`src/rtl/uart_seg_display.sv`:
```
// UART-driven multi-digit 7-segment display controller.
// Received bytes shift decimal digits into an N-digit buffer that is scanned
// onto shared segment lines. Optional echo transmitter: define UART_SEG_ECHO_EN.
`timescale 1ns/1ps
module uart_seg_display #(
  parameter int unsigned CLKS_PER_BIT = 234,
  parameter int unsigned NUM_DIGITS   = 4,
  parameter int unsigned SCAN_DIV     = 27000
) (
  input  logic                  i_clk,
  input  logic                  i_reset,
  input  logic                  i_uart_rx,
  output logic                  o_uart_tx,
  output logic [6:0]            o_seg,
  output logic [NUM_DIGITS-1:0] o_dig,
  output logic                  o_byte_valid,
  output logic                  o_frame_err
);
  localparam int unsigned CW = $clog2(CLKS_PER_BIT);
  localparam int unsigned SW = (SCAN_DIV > 1) ? $clog2(SCAN_DIV) : 1;
  localparam int unsigned IW = (NUM_DIGITS > 1) ? $clog2(NUM_DIGITS) : 1;
  localparam logic [CW-1:0] FullCnt = CW'(CLKS_PER_BIT - 1);
  localparam logic [CW-1:0] HalfCnt = CW'(CLKS_PER_BIT / 2 - 1);

  typedef enum logic [1:0] {StIdle, StStart, StData, StStop} rx_state_t;

  logic            r_rx_meta, r_rx_sync;
  rx_state_t       r_rx_state;
  logic [CW-1:0]   r_rx_cnt;
  logic [2:0]      r_bit_idx;
  logic [7:0]      r_rx_shift;
  logic            r_byte_valid, r_frame_err;
  logic [3:0]      r_buf [NUM_DIGITS];
  logic [SW-1:0]   r_scan_cnt;
  logic [IW-1:0]   r_scan_idx;
  logic [NUM_DIGITS-1:0] r_dig, w_dig;
  logic [6:0]      r_seg;
  logic            w_rx_done, w_is_digit;

  function automatic logic [6:0] seg_encode(input logic [3:0] d);
    case (d)
      4'd0:    seg_encode = 7'h3F;
      4'd1:    seg_encode = 7'h09;
      4'd2:    seg_encode = 7'h5E;
      4'd3:    seg_encode = 7'h5B;
      4'd4:    seg_encode = 7'h69;
      4'd5:    seg_encode = 7'h73;
      4'd6:    seg_encode = 7'h77;
      4'd7:    seg_encode = 7'h19;
      4'd8:    seg_encode = 7'h7F;
      4'd9:    seg_encode = 7'h7B;
      default: seg_encode = 7'h00;
    endcase
  endfunction

  // Two-flop synchroniser for the asynchronous serial input.
  always_ff @(posedge i_clk or posedge i_reset) begin
    if (i_reset) begin
      r_rx_meta <= 1'b1;
      r_rx_sync <= 1'b1;
    end else begin
      r_rx_meta <= i_uart_rx;
      r_rx_sync <= r_rx_meta;
    end
  end

  // RX FSM: start-bit qualification, 8 data bits LSB first, stop-bit check.
  always_ff @(posedge i_clk or posedge i_reset) begin
    if (i_reset) begin
      r_rx_state   <= StIdle;
      r_rx_cnt     <= '0;
      r_bit_idx    <= '0;
      r_rx_shift   <= '0;
      r_byte_valid <= 1'b0;
      r_frame_err  <= 1'b0;
    end else begin
      r_byte_valid <= 1'b0;
      r_frame_err  <= 1'b0;
      case (r_rx_state)
        StIdle: begin
          r_rx_cnt  <= '0;
          r_bit_idx <= '0;
          if (!r_rx_sync) r_rx_state <= StStart;
        end
        StStart: begin
          if (r_rx_cnt == HalfCnt) begin
            r_rx_cnt   <= '0;
            r_rx_state <= r_rx_sync ? StIdle : StData;
          end else begin
            r_rx_cnt <= r_rx_cnt + 1'b1;
          end
        end
        StData: begin
          if (r_rx_cnt == FullCnt) begin
            r_rx_cnt   <= '0;
            r_rx_shift <= {r_rx_sync, r_rx_shift[7:1]};
            r_bit_idx  <= r_bit_idx + 3'd1;
            if (r_bit_idx == 3'd7) r_rx_state <= StStop;
          end else begin
            r_rx_cnt <= r_rx_cnt + 1'b1;
          end
        end
        StStop: begin
          if (r_rx_cnt == FullCnt) begin
            r_rx_cnt   <= '0;
            r_rx_state <= StIdle;
            if (r_rx_sync) r_byte_valid <= 1'b1;
            else           r_frame_err  <= 1'b1;
          end else begin
            r_rx_cnt <= r_rx_cnt + 1'b1;
          end
        end
        default: r_rx_state <= StIdle;
      endcase
    end
  end

  // Good-stop sample strobe; r_rx_shift holds the complete byte here.
  assign w_rx_done  = (r_rx_state == StStop) && (r_rx_cnt == FullCnt) && r_rx_sync;
  assign w_is_digit = ((r_rx_shift >= 8'h30) && (r_rx_shift <= 8'h39)) || (r_rx_shift <= 8'h09);

  // Display buffer: digits shift in at position 0, CR blanks everything.
  always_ff @(posedge i_clk or posedge i_reset) begin
    if (i_reset) begin
      for (int i = 0; i < NUM_DIGITS; i++) r_buf[i] <= 4'hF;
    end else if (w_rx_done) begin
      if (w_is_digit) begin
        for (int i = NUM_DIGITS - 1; i > 0; i--) r_buf[i] <= r_buf[i-1];
        r_buf[0] <= r_rx_shift[3:0];
      end else if (r_rx_shift == 8'h0D) begin
        for (int i = 0; i < NUM_DIGITS; i++) r_buf[i] <= 4'hF;
      end
    end
  end

  // One-hot decode of the current scan index.
  always_comb begin
    w_dig             = '0;
    w_dig[r_scan_idx] = 1'b1;
  end

  // Scan timer and registered segment/digit drive.
  always_ff @(posedge i_clk or posedge i_reset) begin
    if (i_reset) begin
      r_scan_cnt <= '0;
      r_scan_idx <= '0;
      r_dig      <= '0;
      r_seg      <= '0;
    end else begin
      if (r_scan_cnt == SW'(SCAN_DIV - 1)) begin
        r_scan_cnt <= '0;
        r_scan_idx <= (r_scan_idx == IW'(NUM_DIGITS - 1)) ? '0 : r_scan_idx + 1'b1;
      end else begin
        r_scan_cnt <= r_scan_cnt + 1'b1;
      end
      r_dig <= w_dig;
      r_seg <= seg_encode(r_buf[r_scan_idx]);
    end
  end

`ifdef UART_SEG_ECHO_EN
  typedef enum logic [1:0] {TxIdle, TxStart, TxData, TxStop} tx_state_t;

  tx_state_t     r_tx_state;
  logic [CW-1:0] r_tx_cnt;
  logic [2:0]    r_tx_idx;
  logic [7:0]    r_tx_data, r_hold;
  logic          r_hold_vld, r_tx;

  // Echo TX FSM; a byte arriving while busy parks in r_hold (newest wins).
  always_ff @(posedge i_clk or posedge i_reset) begin
    if (i_reset) begin
      r_tx_state <= TxIdle;
      r_tx_cnt   <= '0;
      r_tx_idx   <= '0;
      r_tx_data  <= '0;
      r_hold     <= '0;
      r_hold_vld <= 1'b0;
      r_tx       <= 1'b1;
    end else begin
      if (r_byte_valid && (r_tx_state != TxIdle)) begin
        r_hold     <= r_rx_shift;
        r_hold_vld <= 1'b1;
      end
      case (r_tx_state)
        TxIdle: begin
          r_tx_cnt <= '0;
          r_tx_idx <= '0;
          if (r_hold_vld) begin
            r_tx_data  <= r_hold;
            r_tx       <= 1'b0;
            r_tx_state <= TxStart;
            r_hold_vld <= r_byte_valid;
            if (r_byte_valid) r_hold <= r_rx_shift;
          end else if (r_byte_valid) begin
            r_tx_data  <= r_rx_shift;
            r_tx       <= 1'b0;
            r_tx_state <= TxStart;
          end
        end
        TxStart: begin
          if (r_tx_cnt == FullCnt) begin
            r_tx_cnt   <= '0;
            r_tx       <= r_tx_data[0];
            r_tx_data  <= {1'b0, r_tx_data[7:1]};
            r_tx_state <= TxData;
          end else begin
            r_tx_cnt <= r_tx_cnt + 1'b1;
          end
        end
        TxData: begin
          if (r_tx_cnt == FullCnt) begin
            r_tx_cnt <= '0;
            if (r_tx_idx == 3'd7) begin
              r_tx       <= 1'b1;
              r_tx_state <= TxStop;
            end else begin
              r_tx      <= r_tx_data[0];
              r_tx_data <= {1'b0, r_tx_data[7:1]};
              r_tx_idx  <= r_tx_idx + 3'd1;
            end
          end else begin
            r_tx_cnt <= r_tx_cnt + 1'b1;
          end
        end
        TxStop: begin
          if (r_tx_cnt == FullCnt) begin
            r_tx_cnt   <= '0;
            r_tx_state <= TxIdle;
          end else begin
            r_tx_cnt <= r_tx_cnt + 1'b1;
          end
        end
        default: r_tx_state <= TxIdle;
      endcase
    end
  end

  assign o_uart_tx = r_tx;
`else
  assign o_uart_tx = 1'b1;
`endif

  assign o_seg        = r_seg;
  assign o_dig        = r_dig;
  assign o_byte_valid = r_byte_valid;
  assign o_frame_err  = r_frame_err;
endmodule

```
`config.mk`:
```
export PLATFORM = sky130hd
export DESIGN_NAME = uart_seg_display
export DESIGN_NICKNAME = d
export VERILOG_FILES = /design/src/rtl/uart_seg_display.sv
export SDC_FILE = /design/constraint.sdc
export NUM_CORES = 1
export LEC_CHECK = 0
export ABC_AREA = 1
export BUFFER_PORTS_ARGS = -buffer_cell sky130_fd_sc_hd__buf_2
export CORE_UTILIZATION = 65
export DETAILED_ROUTE_END_ITERATION = 12
export PLACE_DENSITY = 0.88
export SLEW_MARGIN = 20
export SYNTH_ARGS = -nofsm -noshare
export SYNTH_HDL_FRONTEND = slang
export SYNTH_SLANG_ARGS = --single-unit
```
`constraint.sdc`:
```
create_clock -name i_clk -period 2.55 [get_ports i_clk]
set_input_delay 0 -clock i_clk [delete_from_list [all_inputs] [get_ports i_clk]]
set_output_delay 0 -clock i_clk [all_outputs]
set_load 0.02 [all_outputs]
```
==> flow_metrics.env, run 1 <==
export IMPL_mostFrequentLayoutCells="nand2_1 (127), inv_1 (51), dfrtp_1 (51)"
export IMPL_power_internal_mw=1.67
export IMPL_dr_wl_met3_um=247
export IMPL_ys_ff_latch=69
export IMPL_ir_drop_v=0.000466
export IMPL_grt_pass1_vias=2493
export IMPL_worstSetupPathType="reg2reg"
export IMPL_grt_first_pass_wirelength_um=10600
export IMPL_cts_sinks=69
export IMPL_drive_gt1_frac=0.135
export IMPL_p_sw_uw=428
export IMPL_antenna_cells=0
export IMPL_layout_commonest_cell="nand2_1"
export IMPL_skew_ns=0.00753
export IMPL_m1WireLength_um=2820
export IMPL_cts_root_buf="clkbuf_8"
export IMPL_maxCapViolations=0
export IMPL_vias_per_cell=5.29
export IMPL_ys_types=30
export IMPL_ant_nets=0
export IMPL_cp_arrival_ns=2.31
export IMPL_wl_per_cell_um=12.1
export IMPL_ys_seq_area_frac=0.499
export IMPL_rsz0062_at_grt="no"
export IMPL_drt_total_wl_um=6400
export IMPL_gr_usage_all_layers=0.253
export IMPL_startpoint_type="flip-flop"
export IMPL_gp_congestion=0.894
export IMPL_grt_max_degree=33
export IMPL_tritoncts_num_buffers=9
export IMPL_initialDrtViolationCount=131
export IMPL_gr_total_overflow=0
export IMPL_antenna_found_initial=0
export IMPL_vias=2791
export IMPL_worst_pin_slew_ns=0.651
export IMPL_hold_class="in2async"
export IMPL_p_per_area_nw_per_um2=541
export IMPL_avgSynthCellArea_um2=8.12
export IMPL_dr_pass1_iters=4
export IMPL_finalHoldViolCount=0
export IMPL_setup_tns_ns=0
export IMPL_synth_warnings=0
export IMPL_seqPwrFrac=0.525
export IMPL_areaGrowthSynthToFinish_pct=10.2
export IMPL_clk_latency_ns=0.35
export IMPL_fillers=416
export IMPL_worst_setup_path_end_kind="flip-flop"
export IMPL_drc=0
export IMPL_min_period_ns=2.03
export IMPL_start_util=0.683
export IMPL_clockBufferDepth=2
export IMPL_postCtsSetupRepairBufs=0
export IMPL_die_h_um=75.5
export IMPL_ios=17
export IMPL_max_slew_margin=0.566
export IMPL_portBuffers=15
export IMPL_final_core_util=0.752
export IMPL_sw_frac_of_total=0.204
export IMPL_synth_net_count=451
export IMPL_fin_crit_sh=0.795
export IMPL_fp_dieW_um=75.5
export IMPL_cts_tree="yes"
export IMPL_cts_resized=0
export IMPL_path_clk_slew_ns=0.07
export IMPL_htreeDepth=3
export IMPL_topRoutingLayerUsed="met4"
export IMPL_hpwlAfterDp_um=4470
export IMPL_comb_power_share=0.014
export IMPL_maxSlewViolCount=0
export IMPL_clkPwrFrac=0.461
export IMPL_setup_viol=0
export IMPL_syn_cell_area_um2=3510
export IMPL_fmax_ghz=0.493
export IMPL_power_leakage_nw=1.97
export IMPL_dr_wl_met2_um=3250
export IMPL_final_nets=472
export IMPL_rows=26
export IMPL_fp_dieArea_um2=5690
export IMPL_cp_required_ns=2.83
export IMPL_status="finished, final reports clean"
export IMPL_syn_inst=432
export IMPL_fp_coreArea_um2=5140
export IMPL_worstPathMaxFanout=17
-- Yosys cell counts, drive strengths merged --
library cell	instances	share of area
a21oi	13	0.019
a32oi	1	0.0025
and2	1	0.0018
and3	1	0.0018
buf	7	0.015
clkbuf	2	0.0021
conb	1	0.0011
dfrtp	51	0.36
dfstp	18	0.13
ha	16	0.057
inv	55	0.059
nand2	131	0.14
nand3	36	0.055
nand4	10	0.018
nor2	43	0.053
nor3	13	0.020
nor4	1	0.0018
o21ai	27	0.039
xnor2	3	0.0075
xor2	2	0.0050
-- cell families after synthesis --
| family | Yosys count | share of synthesized area |
|---|---|---|
| AND/OR/NAND/NOR | 236 | 0.295 |
| other | 1 | 0.00107 |
| flip-flops | 69 | 0.499 |
| AO/OA/AOI/OAI | 41 | 0.0596 |
| XOR/XNOR | 5 | 0.0125 |
| buffers and inverters | 64 | 0.0760 |
| adder cells (fa/ha/maj) | 16 | 0.0571 |
-- flip-flops by register name, summed over array words and instances (netlist names), named ones only --
name          cells
o_byte_valid      1
o_dig             4
o_frame_err       1
o_seg             7
r_bit_idx         3
r_buf            16
r_rx_cnt          8
r_rx_meta         1
r_rx_shift        8
r_rx_state        1
r_rx_sync         1
r_scan_cnt       15
r_scan_idx        2
-- per-stage QoR --
step	hold slack [ns]	power [mW]	cell area, um2	cells	setup WS (ns)
after floorplan	0.00448	1.14	3510	432	0.801
after global placement	0.106	1.15	3630	510	0.674
after detailed placement	0.107	1.15	3630	510	0.559
after CTS	0.268	2.12	3870	528	0.552
after global routing	0.281	2.16	3870	528	0.288
final	0.287	2.09	3870	528	0.523
-- path summary, 6_finish.rpt --
kind	cells past startpoint	slack, ns	startpoint	to
max in group asynchronous	4	1.47	i_reset	r_buf[9]
worst min register to register	0	0.36	r_rx_meta	r_rx_sync
min in group i_clk	2	0.30	i_uart_rx	r_rx_meta
worst min-delay path	3	0.29	i_reset	r_scan_cnt[12]
worst max-delay path	10	0.52	r_scan_idx[0]	o_seg[1]
worst max register to register	10	0.52	r_scan_idx[0]	o_seg[1]
-- power groups by stage --
stage	Combinational, mW	Sequential (mW)	Clock, mW
floorplan	0.0202	1.12	0
global placement	0.0285	1.12	0
detailed placement	0.0291	1.12	0
CTS	0.0314	1.10	0.994
global route	0.0357	1.10	1.03
finish	0.0299	1.10	0.964
-- worst max-delay path, cell delays in order (launching register included) --
cell	delay (ns)
dfrtp_1	0.62
inv_1	0.20
a21oi_1	0.17
o21ai_0	0.09
nand2_1	0.16
inv_1	0.12
ha_1	0.29
inv_1	0.04
o21ai_0	0.15
nand2_1	0.07
nand2_1	0.05
-- routing by layer --
metal  up-vias  global-route usage
met5         -                   0
met4         0              0.0782
met3         6              0.0899
met2        47               0.443
met1      1329               0.290
li1       1409                   -
-- what timing repair did --
action,in CTS,in global routing
setup endpoints to repair,0,0
hold endpoints to repair,29,0
hold buffers,2,0
-- layout make-up --
cell class / count / area [um2] / area share
Clock buffer: 13 / 180 / 0.0466
Inverter: 55 / 206 / 0.0534
Multi-Input combinational cell: 299 / 1490 / 0.386
Tap cell: 70 / 87.6 / 0.0227
Clock inverter: 3 / 40.0 / 0.0104
Sequential cell: 69 / 1750 / 0.452
Timing Repair Buffer: 19 / 110 / 0.0285
(Power assumes the default switching activity.)
==> inputs of run 2 (changes only) <==
--- a/config.mk
+++ b/config.mk
@@ -7,9 +7,9 @@
 export LEC_CHECK = 0
 export ABC_AREA = 1
 export BUFFER_PORTS_ARGS = -buffer_cell sky130_fd_sc_hd__buf_2
-export CORE_UTILIZATION = 65
+export CORE_UTILIZATION = 61
 export DETAILED_ROUTE_END_ITERATION = 12
-export PLACE_DENSITY = 0.88
+export PLACE_DENSITY = 0.83
 export SLEW_MARGIN = 20
 export SYNTH_ARGS = -nofsm -noshare
 export SYNTH_HDL_FRONTEND = slang
==> constraint.sdc (replaced) <==
create_clock -name i_clk -period 2 [get_ports i_clk]
set_input_delay 0 -clock i_clk [delete_from_list [all_inputs] [get_ports i_clk]]
set_output_delay 0 -clock i_clk [all_outputs]
set_load 0.02 [all_outputs]
==> flow_metrics.env, run 2 (same netlist as run 1, synthesis figures left out) <==
export IMPL_path_clk_slew_ns=0.07
export IMPL_gr_usage_all_layers=0.243
export IMPL_top_regs="r_buf x16, r_scan_cnt x15"
export IMPL_rows=27
export IMPL_hold_class="in2async"
export IMPL_gp_congestion=0.900
export IMPL_ant_nets=0
export IMPL_max_slew_margin=0.588
export IMPL_rsz0062_at_grt="no"
export IMPL_hpwlAfterDp_um=4510
export IMPL_clkPwrFrac=0.403
export IMPL_power_leakage_nw=1.97
export IMPL_fmax_ghz=0.558
export IMPL_final_cells=536
export IMPL_areaGrowthSynthToFinish_pct=10.2
export IMPL_crit_chain="inv_1 -> a21oi_1 -> o21ai_0 -> nand2_1 -> inv_1 -> ha_1 -> inv_1 -> o21ai_0 -> nand2_1 -> nand2_1"
export IMPL_worstSetupPathType="reg2reg"
export IMPL_portBuffers=15
export IMPL_dp_cells=516
export IMPL_drc=0
export IMPL_fp_coreArea_um2=5540
export IMPL_fp_dieW_um=77.8
export IMPL_wl_per_cell_um=12.2
export IMPL_setup_tns_ns=0
export IMPL_mostFrequentLayoutCells="nand2_1 (127), inv_1 (50), dfrtp_1 (50)"
export IMPL_cts_root_buf="clkbuf_8"
export IMPL_crit_buf_inv=3
export IMPL_cts_tree="yes"
export IMPL_finalHoldViolCount=0
export IMPL_final_nets=478
export IMPL_grt_first_pass_wirelength_um=11400
export IMPL_setup_viol=0
export IMPL_min_period_ns=1.79
export IMPL_maxSlewViolCount=0
export IMPL_pre_cts_ws_ns=0.0518
export IMPL_skew_ns=0.00873
export IMPL_regMostFlops="r_buf"
export IMPL_ios=17
export IMPL_comb_power_share=0.016
export IMPL_layout_commonest_cell="nand2_1"
export IMPL_worstPathMaxFanout=11
export IMPL_power_internal_mw=1.89
export IMPL_clk_latency_ns=0.35
export IMPL_fp_dieArea_um2=6060
export IMPL_startpoint_type="flip-flop"
export IMPL_final_core_util=0.698
export IMPL_drt_total_wl_um=6530
export IMPL_htreeDepth=3
export IMPL_p_per_area_nw_per_um2=624
export IMPL_status="finished, final reports clean"
export IMPL_dr_pass1_iters=4
export IMPL_sw_frac_of_total=0.217
export IMPL_fin_area_um2=3860
export IMPL_fin_crit_sh=0.897
export IMPL_start_util=0.633
export IMPL_p_sw_uw=524
export IMPL_crit_slowest_cell="dfrtp_2"
export IMPL_grt_max_degree=32
export IMPL_cts_sinks=69
export IMPL_worst_setup_path_end_kind="flip-flop"
export IMPL_ir_drop_v=0.000446
export IMPL_drive_gt1_frac=0.147
export IMPL_cp_arrival_ns=2.08
export IMPL_gr_total_overflow=0
export IMPL_clockBufferDepth=2
export IMPL_p_total_mw=2.41
export IMPL_cp_required_ns=2.28
export IMPL_antenna_found_initial=0
export IMPL_vias_per_cell=5.24
export IMPL_vias=2810
export IMPL_seqPwrFrac=0.581
export IMPL_placed_area_um2=3660
export IMPL_cp_top_family="flip-flops"
export IMPL_layout_setup_ws_ns=0.207
export IMPL_largest_register_ffs=16
export IMPL_hold_worst_slack_ns=0.278
export IMPL_worst_pin_slew_ns=0.617
export IMPL_tritoncts_num_buffers=9
export IMPL_initialDrtViolationCount=144
export IMPL_die_h_um=77.8
export IMPL_slowest_delay_ns=0.47
export IMPL_grt_pass1_vias=2775
export IMPL_antenna_cells=0
export IMPL_maxCapViolations=0
==> run 2: changes by cell type in the layout (fill, tap and decap cells not counted), sizes merged <==
cell | before | now
buf | 17 | 23
clkbuf | 13 | 14
bufinv | 1 | 0
==> run 2: worst reg2reg max path, cell delays in order, from the launching register on <==
cell	delay (ns)
dfrtp_2	0.47
inv_1	0.11
a21oi_1	0.15
o21ai_0	0.10
nand2_1	0.17
inv_1	0.12
ha_1	0.29
inv_1	0.04
o21ai_0	0.15
nand2_1	0.07
nand2_1	0.05
==> run 2: power groups by stage <==
stage | combinational, mW | sequential, mW | clock, mW
floorplan | 0.0257 | 1.43 | 0
global placement | 0.0368 | 1.43 | 0
CTS | 0.0404 | 1.40 | 1.00
finish | 0.0380 | 1.40 | 0.974
global route | 0.0453 | 1.40 | 1.05
detailed placement | 0.0374 | 1.43 | 0
==> run 2: worst paths after layout <==
check	end	depth (start not counted)	from	slack, ns
worst min-delay path	r_rx_state[0]	3	i_reset	0.28
worst min register to register	r_rx_sync	0	r_rx_meta	0.36
max in group asynchronous	o_seg[3]	4	i_reset	0.96
min in group i_clk	r_rx_meta	2	i_uart_rx	0.30
worst max register to register	o_seg[1]	10	r_scan_idx[0]	0.21
worst max-delay path	o_seg[1]	10	r_scan_idx[0]	0.21
==> run 2: layer usage <==
metal  global-route usage  share of wire  vias up  routed length [um]
met5                    0              0        -                   0
met1                0.280           0.46     1335                2980
met3               0.0541          0.025        9                 162
li1                     -              -     1419                   -
met2                0.419           0.50       47                3260
met4                0.130          0.020        0                 131
==> run 2: cell type report <==
cell class	count	area, um2
well taps	72	90.1
repair buffers	25	155
flip-flops and latches	69	1750
clock buffers	14	153
inverters	55	206
fillers	446	1680
clock inverters	2	10.0
multi-input cells	299	1500
==> run 2: what timing repair did <==
item	CTS	global route
hold endpoints to repair	21	0
setup buffers	0	2
gates resized for setup	0	3
hold buffers	2	0
setup endpoints to repair	0	4
